`src/rtl/host_cmd_parser.sv`:
```
// host_cmd_parser: byte-level parser for host command frames (HDR, CMD, PARAM, SUM)
// on the camera-control UART receive path. Validated frames update the zoom/focus/
// iris/preset/defog command levels and fire a stretched flag_data_recieve strobe;
// corrupt, unknown or timed-out frames pulse frame_err.
// Ports:
//   clk, rst (async, active-low)
//   rx_data[7:0], rx_valid          : received byte and its one-cycle strobe
//   flag_data_recieve               : new-command strobe, PULSE_LEN cycles high
//   video_switch_enable, big_to_small_flag           : zoom
//   foc_enable, foc_dir, foc_step[3:0]               : focus
//   Iris_enable, Iris_dir, Iris_step[4:0]            : iris
//   pre_view_enable, pre_view[7:0]                   : preset view
//   touwu                                            : defog state
//   frame_err                       : one-cycle pulse on a discarded frame
module host_cmd_parser #(
  parameter logic [7:0]  HDR       = 8'hAA,
  parameter logic [15:0] TIMEOUT   = 16'd50000,
  parameter logic [7:0]  PULSE_LEN = 8'd32
) (
  input  logic       clk,
  input  logic       rst,
  input  logic [7:0] rx_data,
  input  logic       rx_valid,
  output logic       flag_data_recieve,
  output logic       video_switch_enable,
  output logic       big_to_small_flag,
  output logic       foc_enable,
  output logic       foc_dir,
  output logic [3:0] foc_step,
  output logic       Iris_enable,
  output logic       Iris_dir,
  output logic [4:0] Iris_step,
  output logic       pre_view_enable,
  output logic [7:0] pre_view,
  output logic       touwu,
  output logic       frame_err
);

  localparam int unsigned BYTE_W = 8;
  localparam int unsigned TMO_W  = 16;

  typedef enum logic [1:0] {
    HUNT      = 2'd0,
    GET_CMD   = 2'd1,
    GET_PARAM = 2'd2,
    GET_SUM   = 2'd3
  } state_t;

  state_t            state_q, state_d;
  logic [BYTE_W-1:0] cmd_q, cmd_d;
  logic [BYTE_W-1:0] param_q, param_d;
  logic [BYTE_W-1:0] sum_q, sum_d;
  logic [TMO_W-1:0]  tmo_q, tmo_d;
  logic [BYTE_W-1:0] pulse_q;
  logic              commit_c;
  logic              err_c;
  logic              known_c;

  // Parser state register
  always_ff @(posedge clk or negedge rst) begin
    if (!rst) begin
      state_q <= HUNT;
      cmd_q   <= '0;
      param_q <= '0;
      sum_q   <= '0;
      tmo_q   <= '0;
    end else begin
      state_q <= state_d;
      cmd_q   <= cmd_d;
      param_q <= param_d;
      sum_q   <= sum_d;
      tmo_q   <= tmo_d;
    end
  end

  // Next-state: byte sequencing, running XOR, inter-byte timeout
  always_comb begin
    state_d  = state_q;
    cmd_d    = cmd_q;
    param_d  = param_q;
    sum_d    = sum_q;
    tmo_d    = tmo_q;
    commit_c = 1'b0;
    err_c    = 1'b0;
    known_c  = (cmd_q >= 8'd1) && (cmd_q <= 8'd5);

    if (rx_valid) begin
      // A byte always beats a timeout on the same cycle
      tmo_d = '0;
      case (state_q)
        HUNT: begin
          if (rx_data == HDR) begin
            state_d = GET_CMD;
            sum_d   = HDR;
          end
        end
        GET_CMD: begin
          cmd_d   = rx_data;
          sum_d   = sum_q ^ rx_data;
          state_d = GET_PARAM;
        end
        GET_PARAM: begin
          param_d = rx_data;
          sum_d   = sum_q ^ rx_data;
          state_d = GET_SUM;
        end
        GET_SUM: begin
          if ((rx_data == sum_q) && known_c) begin
            commit_c = 1'b1;
          end else begin
            err_c = 1'b1;
          end
          state_d = HUNT;
        end
        default: state_d = HUNT;
      endcase
    end else if (state_q != HUNT) begin
      if (tmo_q == TIMEOUT - 16'd1) begin
        tmo_d   = '0;
        state_d = HUNT;
        err_c   = 1'b1;
      end else begin
        tmo_d = tmo_q + 16'd1;
      end
    end
  end

  // Command outputs, pulse stretcher and error strobe
  always_ff @(posedge clk or negedge rst) begin
    if (!rst) begin
      flag_data_recieve   <= 1'b0;
      pulse_q             <= '0;
      video_switch_enable <= 1'b0;
      big_to_small_flag   <= 1'b0;
      foc_enable          <= 1'b0;
      foc_dir             <= 1'b0;
      foc_step            <= '0;
      Iris_enable         <= 1'b0;
      Iris_dir            <= 1'b0;
      Iris_step           <= '0;
      pre_view_enable     <= 1'b0;
      pre_view            <= '0;
      touwu               <= 1'b0;
      frame_err           <= 1'b0;
    end else begin
      frame_err <= err_c;
      if (commit_c) begin
        // Flag stays high this edge plus PULSE_LEN-1 further edges
        flag_data_recieve   <= 1'b1;
        pulse_q             <= PULSE_LEN - 8'd1;
        video_switch_enable <= 1'b0;
        foc_enable          <= 1'b0;
        Iris_enable         <= 1'b0;
        pre_view_enable     <= 1'b0;
        case (cmd_q)
          8'd1: begin
            video_switch_enable <= 1'b1;
            big_to_small_flag   <= param_q[0];
          end
          8'd2: begin
            foc_enable <= 1'b1;
            foc_dir    <= param_q[7];
            foc_step   <= param_q[3:0];
          end
          8'd3: begin
            pre_view_enable <= 1'b1;
            pre_view        <= param_q;
          end
          8'd4: begin
            Iris_enable <= 1'b1;
            Iris_dir    <= param_q[7];
            Iris_step   <= param_q[4:0];
          end
          default: touwu <= param_q[0];
        endcase
      end else if (pulse_q != '0) begin
        pulse_q <= pulse_q - 8'd1;
      end else begin
        flag_data_recieve <= 1'b0;
      end
    end
  end

endmodule

```
`config.mk`:
```
export PLATFORM = sky130hd
export DESIGN_NAME = host_cmd_parser
export DESIGN_NICKNAME = d
export VERILOG_FILES = /design/src/rtl/host_cmd_parser.sv
export SDC_FILE = /design/constraint.sdc
export NUM_CORES = 1
export LEC_CHECK = 0
export BUFFER_PORTS_ARGS = -buffer_cell sky130_fd_sc_hd__buf_2
export CAP_MARGIN = 20
export CORE_MARGIN = 3
export CORE_UTILIZATION = 39
export DETAILED_ROUTE_END_ITERATION = 10
export PLACE_DENSITY = 0.67
export SYNTH_ARGS = -nofsm -noshare
export SYNTH_HDL_FRONTEND = slang
export SYNTH_SLANG_ARGS = --single-unit
export TNS_END_PERCENT = 20
```
`constraint.sdc`:
```
create_clock -name clk -period 3 [get_ports clk]
set_clock_uncertainty 0.1 [all_clocks]
set_input_delay 0 -clock clk [delete_from_list [all_inputs] [get_ports clk]]
set_output_delay 0 -clock clk [all_outputs]
set_load 0.02 [all_outputs]
```
### Yosys cells after proc, flatten, opt, wreduce, memory -nomap -nowiden

Cells that the tools add are included.

| word-level totals | value |
|---|---|
| register bits after elaboration | 77 |
| input port bits | 11 |
| output and inout bits | 27 |
| logic and storage cells | 84 |

| cells by class | value |
|---|---|
| add/sub/neg operators | 2 |
| magnitude comparators | 2 |
| eq/ne operators | 13 |
| muxes and demuxes | 26 |
| bitwise operators | 2 |
| reduce and logical (&&, ||, !) cells | 20 |

Operators with widths:

| kind | number |
|---|---|
| 16-bit two-way mux | 3 |
| 8-bit two-way mux | 3 |
| 16-bit by 1-bit adder with 16-bit output, second input constant | 1 |
| 16-bit equality test, second input constant | 1 |
| 8-bit by 2-bit equality test with 1-bit output, second input constant | 2 |
| 8-bit case mux with 2 select lines | 1 |
| 1-bit two-way mux | 14 |
| 2-bit AND reduction | 7 |
| 2-bit nonzero test | 5 |
| 8-bit by 1-bit equality test with 1-bit output, second input constant | 1 |
| 8-bit by 3-bit equality test with 1-bit output, second input constant | 1 |
| 8-bit equality test | 1 |
| 8-bit equality test, second input constant | 1 |
| 8-bit by 1-bit >= comparator with 1-bit output, second input constant | 1 |
| 8-bit by 3-bit less-or-equal comparator with 1-bit output, second input constant | 1 |
| 2-bit two-way mux | 4 |
| 2-bit case mux with 4 select lines | 1 |
| 8-bit nonzero test | 1 |
| 8-bit by 1-bit subtractor with 8-bit output, second input constant | 1 |
| 8-bit bitwise XOR | 1 |
| 3-bit AND reduction | 2 |
| 2-bit equality test, second input constant | 2 |
| 2-bit inequality test, second input constant | 2 |
| 4-bit OR reduction | 1 |
| other kinds (6) | 7 |

### Longest topological paths before layout

| depth | value |
|---|---|
| word-level depth | 7 |
| mapped depth | 8 |
| depth with buffers taken out | 7 |

### Least setup slack after synthesis

OpenSTA, ideal clock, no wires.

| timing | value |
|---|---|
| path kind | flip-flop to flip-flop |
| from | register cmd_q[7] |
| to | register pre_view[0] |
| library setup time | 0.125 ns |
| arrival time | 1.996 ns |
| required time | 2.775 ns |
| slack | 0.779 ns |
| stages on the path, launching flop included | 7 |
| path buffers | 1 |
| clock period less this slack | 2.221 ns |
| cells stage by stage | dfrtp_1 or4_4 nor2_2 nand4_4 or3_1 buf_6 mux2_4 |

| on the way | value |
|---|---|
| longest elaborated chain between the ends | 7 |
| elaborated cells on any way between the ends | 9 |
| classes of those cells | order compare: 2; eq/ne: 1; mux: 3; reduce/logical: 3 |

Ends and longest elaborated chain:

| what | RTL line | text |
|---|---|---|
| from (decl) | 50 | `logic [BYTE_W-1:0] cmd_q, cmd_d;` |
| from (signal assigned) | 69 | `cmd_q <= cmd_d;` |
| 8-bit by 1-bit >= comparator with 1-bit output or 8-bit by 3-bit less-or-equal comparator with 1-bit output (tied branches) | 85 | `known_c = (cmd_q >= 8'd1) && (cmd_q <= 8'd5);` |
| 1-bit logical AND | 85 |  |
| 1-bit logical AND | 108 | `if ((rx_data == sum_q) && known_c) begin` |
| 1-bit two-way mux | 108 |  |
| 1-bit two-way mux | 90 | `case (state_q)` |
| 1-bit two-way mux | 87 | `if (rx_valid) begin` |
| 2-bit AND reduction (no source line) (*) | - |  |
| to (signal assigned) | 167 | `pre_view <= param_q;` |
| to (decl) | 34 | `output logic [7:0] pre_view,` |

Every way passes the cells marked *; elsewhere a longest branch is shown, timed or not.
A chain may end at the register's enable or synchronous reset.

### Final worst setup path

Ends and elaborated chain as after synthesis.

==> reports/metrics.csv <==
stage,metric,value,unit
outcome,outcome,finished clean,
layout,post-route-util,46.9,%
logic_synthesis,yosysTopAreaCell,dfrtp_1,
place,gp_congestion,0.781,
global_route,grt_max_degree,78,
global_route,grt_pass1_wl,12900,um
critical_path,slowest_stage,or3_1,
detailed_routing,drc_errors,0,
pwr,p_leak,0.00203,uW
critical_path,cp.arrival,2600,ps
layout,final_cell_count_no_fill,510,
critical_path,criticalPathCategory,flip-flop to flip-flop,
detailed_routing,initialDrtViolationCount,116,
global_route,grt_pass1_vias,2603,
layout,area_delta_synth_final,16.4,%
global_route,overflow,0,
critical_path,r2r_cells,5,
logic_synthesis,ys_seq_area_share,51.8,%
timing,min_period,2470,ps
layout,final_area,0.00433,mm2
pwr,peakVddDrop,0.243,mV
clock_tree,cts_tree,built,
logic_synthesis,yosysTopAreaCellShare,51.8,%
clock_tree,clock_latency,340,ps
logic_synthesis,syn-num-nets,340,
global_route,grt_use_total,14.8,%
critical_path,reg2reg_slack,530,ps
critical_path,r2r_start,cmd_q[7],
detailed_routing,vias,2598,
timing,tightestPinTransition,988,ps
detailed_routing,wirelength,7420,um
hold_path,hold_path.class,primary input to async pin,
logic_synthesis,synth_warnings,0,
critical_path,critPathLaunchType,flip-flop,
timing,slew_headroom,34.1,%
global_route,grt_antenna_before_repair,0,
critical_path,r2r-end,pre_view[0],
critical_path,max_stage_delay,630,ps
logic_synthesis,synth.distinct_cells,49,
clock_tree,cts_setup_buffers,0,
floorplan,rows,35,
clock_tree,cts-htree-levels,3,
critical_path,crit_path_end_kind,flip-flop,
critical_path,critPathTopFamily,simple AND/OR/NAND/NOR gates,
timing,slew_viol_final,0,
layout,layout_commonest_cell,dfrtp_1,
place,place_ws,524,ps
timing,worst_slack,532,ps
clock_tree,clockRootBuffer,clkbuf_8,
clock_tree,cts_buffer_depth,2,
place,place_area,0.00405,mm2
timing,grt_setup_unrepaired,false,
floorplan,start_util,40.2,%
timing,hold_violations,0,
floorplan,die_y,104,um
place,portBuffers,37,
critical_path,path_max_fanout,9,
detailed_routing,wl_per_cell,14.6,um
layout,final_nets,394,
critical_path,path_buf_inv,0,
critical_path,cp.required,3130,ps
pwr,p_per_area,633,mW/mm2
detailed_routing,via_per_inst,5.09,
timing,fin_tns_setup,0,ps
floorplan,coreArea,0.00924,mm2
detailed_routing,drt_pass1_iterations,4,
job,drv_cap,0,
floorplan,fp.dieW,104,um
logic_synthesis,syn_inst,322,
floorplan,io_pins,38,
layout,layout-drive-gt1-share,26.8,%
place,dpl.hpwl,5230,um
place,dp_cells,484,
timing,post-route-period-util,82.3,%
critical_path,cp_cell_sequence,or4_4 > nor2_2 > nand4_4 > or3_1 > mux2_4,
clock_tree,numClockSinks,77,
logic_synthesis,synth_area_leaders,"dfrtp_1, mux2_2, mux2_4",
layout,mostFrequentLayoutCells,"dfrtp_1, buf_2, mux2_2, nor2_1, nand2_1",
timing,finalSetupViolations,0,
timing,max_clock_freq,405,MHz
floorplan,fp.dieArea,0.0107,mm2
logic_synthesis,ys_seq_elements,77,
clock_tree,numCtsBuffers,9,
logic_synthesis,avgSynthCellArea,11.5,um2
detailed_routing,ant_nets,0,
layout,diodes,0,
clock_tree,clk_pin_slew,80,ps
logic_synthesis,synth_area,0.00372,mm2
worst max-delay path by stage:
stage	from	to	slack, ps	cells after the start
final	cmd_q[7]	pre_view[0]	530	5
after global routing	sum_q[0]	pre_view[0]	450	5
after CTS	cmd_q[7]	pre_view[0]	530	5
after detailed placement	cmd_q[7]	pre_view[6]	520	5
after global placement	cmd_q[7]	pre_view[7]	580	5
after floorplan	cmd_q[7]	pre_view[0]	780	6
cell type report:
type	instances	area [um2]
Clock inverter	5	36.3
Tap cell	129	161
Fill cell	877	4910
Inverter	11	41.3
Sequential cell	77	1930
Timing Repair Buffer	49	303
Clock buffer	11	141
Multi-Input combinational cell	228	1720
worst register-to-register path: stages, from the launching register on:
cell     delay (ps)
dfrtp_1         380
or4_4           530
nor2_2          140
nand4_4         190
or3_1           630
mux2_4          380
synth_stat cells (all sizes together):
master  number
nand2b      11
clkbuf       4
xnor2       10
nor4bb       1
a21oi        5
buf          2
nand3b       2
o31ai        3
a22o         7
nor4b        2
nor2        23
or2          2
nand3        7
o211ai       2
nand4       10
inv         11
a22oi        3
or4bb        2
ha           7
and2         1
o31a         1
nor3         8
a211o        1
a21o         6
o22ai        1
mux2        38
and3b        1
xor2         8
nor2b        3
o21ai       20
or4          4
nor4         7
dfrtp       77
nor3b        1
and3         1
or3          5
a32o         1
and4b        1
nand2       21
o21a         2
power by group:
group	total [uW]	switching (uW)	internal (uW)	leakage, uW
registers	1370	169	1200	0.00101
logic	668	362	306	0.000939
clock network	707	384	323	0.0000815
stage by stage:
stage | hold slack [ps] | power, uW
floorplan | -396 | 1850
global placement | 114 | 2020
detailed placement | 125 | 2050
CTS | 283 | 2770
global route | 354 | 2920
finish | 222 | 2740
kinds of logic after synthesis:
group / Yosys count / share of synthesized area (%)
buffers and inverters: 17 / 1.95
adder cells (fa/ha/maj): 7 / 2.36
XOR/XNOR: 18 / 4.24
AND/OR/NAND/NOR: 113 / 18.1
AO/OA/AOI/OAI: 52 / 9.19
flip-flops: 77 / 51.8
multiplexers: 38 / 12.3
flip-flops by register name, indices dropped and copies added (netlist names), 2 cells and up:
| signal | count |
|---|---|
| pre_view | 8 |
| Iris_step | 5 |
| sum_q | 8 |
| cmd_q | 8 |
| tmo_q | 16 |
| state_q | 2 |
| foc_step | 4 |
| pulse_q | 8 |
| param_q | 8 |
metal layers:
| layer | global-route usage, % | routed length [um] | vias to the layer above |
|---|---|---|---|
| li1 | - | - | 1267 |
| met1 | 20.0 | 3680 | 1287 |
| met2 | 23.2 | 3420 | 38 |
| met3 | 3.30 | 221 | 6 |
| met4 | 5.98 | 100 | 0 |
| met5 | 0 | 0 | - |
timing repair:
| action | CTS | global route |
|---|---|---|
| resized for setup | 0 | 0 |
| endpoints found under the hold margin | 98 | 0 |
| endpoints found under the setup margin | 0 | 0 |
| hold buffers | 10 | 0 |
Note: power is estimated with default switching activity, not from simulation.
